<file path="config.mk">
export PLATFORM = sky130hd
export DESIGN_NAME = dbl_to_rec_fp
export DESIGN_NICKNAME = d
export VERILOG_FILES = /design/src/rtl/rec_fp_pkg.sv /design/src/rtl/rec_fp_round.sv /design/src/rtl/dbl_to_rec_fp.sv
export SDC_FILE = /design/constraint.sdc
export NUM_CORES = 1
export LEC_CHECK = 0
export CAP_MARGIN = 5
export CORE_MARGIN = 10
export CORE_UTILIZATION = 51
export DETAILED_ROUTE_END_ITERATION = 12
export PLACE_DENSITY = 0.81
export SLEW_MARGIN = 20
export SYNTH_ARGS = -nofsm -noshare
export SYNTH_HDL_FRONTEND = slang
export SYNTH_HIERARCHICAL = 1
export SYNTH_SLANG_ARGS = --single-unit
</file>
<file path="constraint.sdc">
create_clock -name clk -period 3.6 [get_ports clk]
set_input_delay 0.36 -clock clk [delete_from_list [all_inputs] [get_ports clk]]
set_output_delay 0.36 -clock clk [all_outputs]
set_load 0.05 [all_outputs]
</file>
<file path="src/rtl/rec_fp_pkg.sv">
// rtl/rec_fp_pkg.sv - shared constants, class enum and width helper for double-to-recoded-float conversion
package rec_fp_pkg;

  localparam int DBL_W      = 64;
  localparam int DBL_EXP_W  = 11;
  localparam int DBL_FRAC_W = 52;
  localparam int DBL_BIAS   = 1023;

  // Wide enough for the rebiased exponent of any double plus a rounding carry
  localparam int ES_W = 13;

  typedef enum logic [1:0] {
    ZERO,
    NORM,
    INF,
    NAN
  } fp_class_e;

  localparam logic [2:0] REC_ZERO = 3'b000;
  localparam logic [2:0] REC_INF  = 3'b110;
  localparam logic [2:0] REC_NAN  = 3'b111;

  function automatic int rec_width(input int exp_w, input int sig_w);
    return exp_w + sig_w + 1;
  endfunction

endpackage

</file>
<file path="src/rtl/rec_fp_round.sv">
// rtl/rec_fp_round.sv - round-to-nearest-even, carry, flush and overflow saturation into the recoded word
module rec_fp_round
  import rec_fp_pkg::*;
#(
  parameter int EXP_W = 8,
  parameter int SIG_W = 24
) (
  input  logic                               sign,
  input  fp_class_e                          cls,
  input  logic [ES_W-1:0]                    es,
  input  logic [SIG_W-2:0]                   frac,
  input  logic                               guard,
  input  logic                               sticky,
  output logic [rec_width(EXP_W,SIG_W)-1:0]  data,
  output logic [2:0]                         flags
);

  localparam int              OUT_W   = rec_width(EXP_W, SIG_W);
  localparam int              FRAC_W  = SIG_W - 1;
  localparam logic [ES_W-1:0] ES_OVF  = ES_W'((1 << EXP_W) - 1);
  localparam logic [EXP_W:0]  REC_OFS = (EXP_W+1)'((1 << (EXP_W - 1)) + 1);

  logic              round_up;
  logic              carry;
  logic              inexact;
  logic              es_nonpos;
  logic [FRAC_W-1:0] frac_rnd;
  logic [ES_W-1:0]   es_rnd;
  logic [EXP_W:0]    rec_exp;
  logic [EXP_W:0]    exp_zero;
  logic [EXP_W:0]    exp_inf;
  logic [EXP_W:0]    exp_nan;
  logic [FRAC_W-1:0] frac_nan;

  assign exp_zero = {REC_ZERO, {(EXP_W-2){1'b0}}};
  assign exp_inf  = {REC_INF,  {(EXP_W-2){1'b0}}};
  assign exp_nan  = {REC_NAN,  {(EXP_W-2){1'b0}}};
  assign frac_nan = {1'b1, {(FRAC_W-1){1'b0}}};

  always_comb begin
    round_up            = guard & (sticky | frac[0]);
    {carry, frac_rnd}   = {1'b0, frac} + {{FRAC_W{1'b0}}, round_up};
    es_rnd              = es + {{(ES_W-1){1'b0}}, carry};
    inexact             = guard | sticky;
    // es is two's complement; zero or negative means below the minimum normal
    es_nonpos           = es[ES_W-1] | (es == '0);
    rec_exp             = es_rnd[EXP_W:0] + REC_OFS;

    data                = '0;
    data[OUT_W-1]       = sign;
    flags               = 3'b000;

    case (cls)
      NAN: begin
        data[OUT_W-2 -: EXP_W+1] = exp_nan;
        data[FRAC_W-1:0]         = frac_nan;
      end
      INF: begin
        data[OUT_W-2 -: EXP_W+1] = exp_inf;
      end
      ZERO: begin
        data[OUT_W-2 -: EXP_W+1] = exp_zero;
        flags                    = {1'b0, inexact, inexact};
      end
      default: begin
        if (es_nonpos) begin
          data[OUT_W-2 -: EXP_W+1] = exp_zero;
          flags                    = 3'b011;
        end else if (es_rnd >= ES_OVF) begin
          data[OUT_W-2 -: EXP_W+1] = exp_inf;
          flags                    = 3'b101;
        end else begin
          data[OUT_W-2 -: EXP_W+1] = rec_exp;
          data[FRAC_W-1:0]         = frac_rnd;
          flags                    = {2'b00, inexact};
        end
      end
    endcase
  end

endmodule

</file>
<file path="src/rtl/dbl_to_rec_fp.sv">
// rtl/dbl_to_rec_fp.sv - two-stage valid/ready pipeline converting IEEE-754 double bits to recoded float
module dbl_to_rec_fp
  import rec_fp_pkg::*;
#(
  parameter int EXP_W = 8,
  parameter int SIG_W = 24
) (
  input  logic                               clk,
  input  logic                               rst,
  input  logic                               in_valid,
  output logic                               in_ready,
  input  logic [DBL_W-1:0]                   in_data,
  output logic                               out_valid,
  input  logic                               out_ready,
  output logic [rec_width(EXP_W,SIG_W)-1:0]  out_data,
  output logic [2:0]                         out_flags
);

  localparam int              OUT_W  = rec_width(EXP_W, SIG_W);
  localparam int              FRAC_W = SIG_W - 1;
  localparam int              G_IDX  = DBL_FRAC_W - 1 - FRAC_W;
  localparam logic [ES_W-1:0] REBIAS = ES_W'(DBL_BIAS - ((1 << (EXP_W - 1)) - 1));

  logic [DBL_EXP_W-1:0]  dbl_exp;
  logic [DBL_FRAC_W-1:0] dbl_frac;

  logic                  s1_load;
  logic                  s2_load;

  logic                  s1_valid_d, s1_valid_q;
  logic                  sign_d,     sign_q;
  fp_class_e             cls_d,      cls_q;
  logic [ES_W-1:0]       es_d,       es_q;
  logic [FRAC_W-1:0]     frac_d,     frac_q;
  logic                  guard_d,    guard_q;
  logic                  sticky_d,   sticky_q;

  logic                  s2_valid_d, s2_valid_q;
  logic [OUT_W-1:0]      s2_data_d,  s2_data_q;
  logic [2:0]            s2_flags_d, s2_flags_q;

  logic [OUT_W-1:0]      rnd_data;
  logic [2:0]            rnd_flags;

  assign dbl_exp  = in_data[DBL_W-2 -: DBL_EXP_W];
  assign dbl_frac = in_data[DBL_FRAC_W-1:0];

  always_comb begin
    s2_load = !s2_valid_q | out_ready;
    s1_load = !s1_valid_q | s2_load;
  end

  assign in_ready  = s1_load;
  assign out_valid = s2_valid_q;
  assign out_data  = s2_data_q;
  assign out_flags = s2_flags_q;

  always_comb begin
    s1_valid_d = s1_valid_q;
    sign_d     = sign_q;
    cls_d      = cls_q;
    es_d       = es_q;
    frac_d     = frac_q;
    guard_d    = guard_q;
    sticky_d   = sticky_q;
    if (s1_load) begin
      s1_valid_d = in_valid;
      if (in_valid) begin
        sign_d   = in_data[DBL_W-1];
        es_d     = {{(ES_W-DBL_EXP_W){1'b0}}, dbl_exp} - REBIAS;
        frac_d   = dbl_frac[DBL_FRAC_W-1 -: FRAC_W];
        guard_d  = dbl_frac[G_IDX];
        sticky_d = |dbl_frac[G_IDX-1:0];
        if (dbl_exp == '1) begin
          if (|dbl_frac) begin
            cls_d = NAN;
          end else begin
            cls_d = INF;
          end
        end else if (dbl_exp == '0) begin
          // Double subnormals carry only sticky so the round stage flags exactly when F is nonzero
          cls_d    = ZERO;
          guard_d  = 1'b0;
          sticky_d = |dbl_frac;
        end else begin
          cls_d = NORM;
        end
      end
    end
  end

  rec_fp_round #(
    .EXP_W (EXP_W),
    .SIG_W (SIG_W)
  ) u_round (
    .sign   (sign_q),
    .cls    (cls_q),
    .es     (es_q),
    .frac   (frac_q),
    .guard  (guard_q),
    .sticky (sticky_q),
    .data   (rnd_data),
    .flags  (rnd_flags)
  );

  always_comb begin
    s2_valid_d = s2_valid_q;
    s2_data_d  = s2_data_q;
    s2_flags_d = s2_flags_q;
    if (s2_load) begin
      s2_valid_d = s1_valid_q;
      if (s1_valid_q) begin
        s2_data_d  = rnd_data;
        s2_flags_d = rnd_flags;
      end
    end
  end

  always_ff @(posedge clk or posedge rst) begin
    if (rst) begin
      s1_valid_q <= 1'b0;
      sign_q     <= 1'b0;
      cls_q      <= ZERO;
      es_q       <= '0;
      frac_q     <= '0;
      guard_q    <= 1'b0;
      sticky_q   <= 1'b0;
      s2_valid_q <= 1'b0;
      s2_data_q  <= '0;
      s2_flags_q <= 3'b000;
    end else begin
      s1_valid_q <= s1_valid_d;
      sign_q     <= sign_d;
      cls_q      <= cls_d;
      es_q       <= es_d;
      frac_q     <= frac_d;
      guard_q    <= guard_d;
      sticky_q   <= sticky_d;
      s2_valid_q <= s2_valid_d;
      s2_data_q  <= s2_data_d;
      s2_flags_q <= s2_flags_d;
    end
  end

endmodule

</file>
==> results.txt <==
----------------------------------------------------
[Status]
  Status ... finished clean

[Die]
  Number of top-level design ports ... 106
  Die Y-Extent ... 114 um
  Horiz. Die Dim ... 114 um
  Die Footprint ... 13000 um^2
  Floorplan Core Area ... around 8700 um^2
  Starting density of the core ... between 50% and 60%
  Core Rows ... 34

[Timing]
  Headroom to the max-slew limit ... a little over two fifths
  Achievable Freq ... a little under 300 MHz
  Final Hold Violating Endpoints ... 0
  Final setup fails ... 0
  Summed negative setup slack over all endpoints ... 0 ns
  Final Cycle Share ... a little over nine tenths
  Final worst clock skew ... 0.0182 ns
  RSZ-0062 raised after global routing ... no
  Min Hold Slack ... approximately 0.32 ns
  Transition time at the pin with the least slew margin ... about 0.87 ns
  Final count of pins violating max slew ... 0
  Final WS setup ... around 0.18 ns
  Clock period minus worst slack ... 3.42 ns

[Setup path]
  Beginning of the worst register-to-register path ... sticky_q$_DFFE_PP0P_
  Path depth of the worst reg2reg path ... 15
  Stage delay of the slowest cell on the critical path ... around 0.42 ns
  Required time at the endpoint of the critical path ... between 3 and 4 ns
  Critical Path Slowest Stage Cell ... sky130_fd_sc_hd__dfrtp_1
  Endpoint arrival time on the critical path ... between 3 and 4 ns
  Endpoint type of the worst setup path ... flip-flop
  Reg2Reg Setup Slack ... 0.18 ns
  Crit path launch type ... flip-flop
  Crit-path max FO ... 6
  Cell Chain, Critical Path ... o21a_1 -> ha_2 -> nand4_1 -> nor3_2 -> and3_1 -> ha_2 -> ha_1 -> buf_4 -> nand2b_1 -> nor3_2 -> a21o_2 -> nand3b_1 -> and3_2 -> a31o_2 -> mux2_2
  Reg-to-reg endpoint ... out_data[22]$_DFFE_PP0P_
  Worst Path Class, Setup ... reg -> reg

[Placement]
  Area after DPL ... around 5600 um^2
  Placed Cells ... around 600
  Hpwl dp ... about 8800 um
  Worst setup timing slack at the placement stage ... just over 0.04 ns
  Input/output buffers ... approximately 110
  Gpl congestion ... ~0.9

[Clocking]
  Buffer type at the clock tree root ... sky130_fd_sc_hd__clkbuf_8
  Clock-pin slew on the worst setup and hold paths ... roughly 0.080 ns
  Quantity of hold-fixing buffers added after cts ... 0
  H-tree depth ... 3
  Clock latency on the worst-skew pair ... 0.37 ns
  Clk sink count ... 78
  Deepest clock path buffer count ... 2
  Number of buffers added by the clock tree synthesis step ... 9
  CTS tree ... done

[Final layout]
  Final-stage net count ... about 580
  Count of fill cells added during filler insertion ... roughly 670
  Antenna diode instance count ... 0
  Share of post-route cells with drive strength above 1 ... a little over a quarter
  Finished Cell Area ... between 5000 and 6000 um^2
  Final cell count without fillers ... between 600 and 700
  Synth-to-layout area growth ... 30.1%

[Synth]
  Async SR Flop Fraction ... between 90% and 100%
  Post-Syn Instances ... 400
  Synthesized area divided by synthesized cell count ... about 11 um^2
  Distinct cell type count after synthesis ... between 50 and 60
  Synth Flop Type ... sky130_fd_sc_hd__dfrtp_1
  EDFF count, synth ... 0
  Sequential element share of the synthesized area ... about 43%
  Synthesized net count ... about 470
  Yosys warning count ... 6
  Post-synthesis cell area ... about 4500 um^2
  Number of synthesized register bits ... 78

[Global route]
  Global-route wire length before repair ... around 18000 um
  GR Overflow Total ... 0
  Number of antenna violations at the first check in global routing ... 0
  Overall track demand over capacity in global routing ... 17.2%
  Vias in the first global route ... between 3000 and 4000
  Pin count of the biggest net entering global routing ... 61

[Detailed routing]
  Number of vias in the routed layout ... ~3500
  Overall routed net length ... between 10000 and 15000 um
  Mean number of vias per cell ... roughly 5.7
  Total DRC errors in the routed layout ... 0
  First-pass DRT Iterations ... 4
  Number of design-rule violations left by the first detailed-router iteration ... between 150 and 200
  Number of antenna-violating nets in the routed design ... 0
  Wirelength per Cell ... ~18 um

[Power and ir drop]
  Peak supply drop ... between 0.0002 and 0.00025 V
  Static leakage power ... around 2.4 nW
  PwrDens ... 417 nW/um^2

[Min path]
  Hold/Removal Path Class ... in -> async

[Flow run]
  Number of maximum-capacitance violations ... 0

----------------------------------------------------
[Yosys cell counts (2+ instances only)]
library cell	number	area, um^2
sky130_fd_sc_hd__mux2_2	63	709
sky130_fd_sc_hd__and4_1	3	26.3
sky130_fd_sc_hd__xnor2_1	13	114
sky130_fd_sc_hd__nor4_1	19	119
sky130_fd_sc_hd__ha_1	6	75.1
sky130_fd_sc_hd__and3_1	9	56.3
sky130_fd_sc_hd__a31oi_1	4	25.0
sky130_fd_sc_hd__nand4_1	7	43.8
sky130_fd_sc_hd__o22ai_1	2	12.5
sky130_fd_sc_hd__nand3_1	14	70.1
sky130_fd_sc_hd__a21o_1	3	22.5
sky130_fd_sc_hd__buf_2	5	25.0
sky130_fd_sc_hd__xor2_1	19	166
sky130_fd_sc_hd__a41oi_1	2	17.5
sky130_fd_sc_hd__clkbuf_1	3	11.3
sky130_fd_sc_hd__nand2b_1	4	25.0
sky130_fd_sc_hd__clkbuf_8	3	41.3
sky130_fd_sc_hd__dfrtp_1	78	1950
sky130_fd_sc_hd__a211oi_1	2	15.0
sky130_fd_sc_hd__buf_12	2	40.0
sky130_fd_sc_hd__inv_1	4	15.0
sky130_fd_sc_hd__nor2_1	19	71.3
sky130_fd_sc_hd__nor2_4	19	214
sky130_fd_sc_hd__o21ai_0	11	55.1
sky130_fd_sc_hd__a31o_2	2	17.5
sky130_fd_sc_hd__mux2_4	4	60.1
sky130_fd_sc_hd__a21oi_1	3	15.0
sky130_fd_sc_hd__and2_1	4	25.0
sky130_fd_sc_hd__nand3_4	2	35.0
sky130_fd_sc_hd__nor3_1	9	45.0
sky130_fd_sc_hd__nand2_1	34	128
[power by group]
part | switching (W) | internal [W]
sequential | 0.000115 | 0.000977
clock | 0.000359 | 0.000259
combinational | 0.000404 | 0.000334
[worst max-delay path: cells and delay by family, from the launching register on]
family	cells	cell delay (ns)
simple gates	7	1.18
compound gates	3	0.64
fa+ha+maj	3	0.63
flops	1	0.42
mux	1	0.26
buf+inv	1	0.17
[layout make-up]
| type | instances | area [um^2] | share of cell area (%) |
|---|---|---|---|
| Tap cell | 108 | 135 | 2.30 |
| Inverter | 4 | 15.0 | 0.256 |
| Clock buffer | 9 | 124 | 2.11 |
| Sequential cell | 78 | 1950 | 33.3 |
| Multi-Input combinational cell | 302 | 2430 | 41.5 |
| Timing Repair Buffer | 115 | 1150 | 19.6 |
| Clock inverter | 7 | 56.3 | 0.959 |
[what timing repair did]
action | 4_1_cts | 5_1_grt
resized for setup | 0 | 9
endpoints found under the setup margin | 0 | 32
setup buffers | 0 | 3
[sequential cells by signal (all words and copies together), names as in the netlist, 2 cells and up]
signal,flops
cls_q,2
es_q,12
frac_q,23
out_data,33
out_flags,3
[worst max-delay path by stage]
stage,from,to,slack [ns],cells past startpoint
after detailed placement,sticky_q$_DFFE_PP0P_,out_data[22]$_DFFE_PP0P_,0.04,15
after global placement,sticky_q$_DFFE_PP0P_,out_data[22]$_DFFE_PP0P_,0.21,15
after CTS,frac_q[6]$_DFFE_PP0P_,out_data[22]$_DFFE_PP0P_,0.02,13
after floorplan,sticky_q$_DFFE_PP0P_,out_data[29]$_DFFE_PP0P_,0.27,16
after global routing,sticky_q$_DFFE_PP0P_,out_data[25]$_DFFE_PP0P_,0.01,16
final,sticky_q$_DFFE_PP0P_,out_data[22]$_DFFE_PP0P_,0.18,15
[routing by layer]
metal  global-route usage [%]  part of all wire [%]
met1                     21.3                    41
met2                     27.5                    48
met3                     5.56                   8.6
met4                     6.27                   2.1
met5                        0                     0
[through the flow]
stage / util, % / power [W]
floorplan: - / 0.00159
global placement: 64.8 / 0.00181
detailed placement: 64.8 / 0.00184
CTS: 66.9 / 0.00244
global route: 67.6 / 0.00256
finish: 67.6 / 0.00245
[layout by cell type (no fill, tap or decap), types with 3 or more instances in the layout]
cell type / n
sky130_fd_sc_hd__clkdlybuf4s50_1: 105
sky130_fd_sc_hd__dfrtp_1: 77
sky130_fd_sc_hd__mux2_2: 63
sky130_fd_sc_hd__nand2_1: 34
sky130_fd_sc_hd__nor2_1: 19
sky130_fd_sc_hd__xor2_1: 19
sky130_fd_sc_hd__nor2_4: 19
sky130_fd_sc_hd__nor4_1: 18
sky130_fd_sc_hd__nand3_1: 14
sky130_fd_sc_hd__xnor2_1: 13
sky130_fd_sc_hd__o21ai_0: 11
sky130_fd_sc_hd__and3_1: 9
sky130_fd_sc_hd__clkbuf_8: 9
sky130_fd_sc_hd__buf_4: 8
sky130_fd_sc_hd__nand4_1: 7
sky130_fd_sc_hd__nor3_1: 7
sky130_fd_sc_hd__nand2b_1: 4
sky130_fd_sc_hd__mux2_4: 4
sky130_fd_sc_hd__a31oi_1: 4
sky130_fd_sc_hd__and2_1: 4
sky130_fd_sc_hd__a21o_1: 3
sky130_fd_sc_hd__a21oi_1: 3
sky130_fd_sc_hd__ha_1: 3
sky130_fd_sc_hd__inv_6: 3
sky130_fd_sc_hd__inv_1: 3
sky130_fd_sc_hd__and4_1: 3
[logic make-up (layout without fill, tap and decap cells)]
| family | Yosys count | after routing | synth area share [%] |
|---|---|---|---|
| AND/OR/NAND/NOR | 158 | 158 | 22.0 |
| flip-flops | 78 | 78 | 43.2 |
| multiplexers | 68 | 68 | 17.3 |
| AO/OA/AOI/OAI | 38 | 38 | 5.91 |
| adder cells (fa/ha/maj) | 6 | 6 | 1.66 |
| buffers and inverters | 20 | 135 | 3.69 |
| XOR/XNOR | 32 | 32 | 6.21 |
No activity file was read; power rests on OpenSTA's default activity.
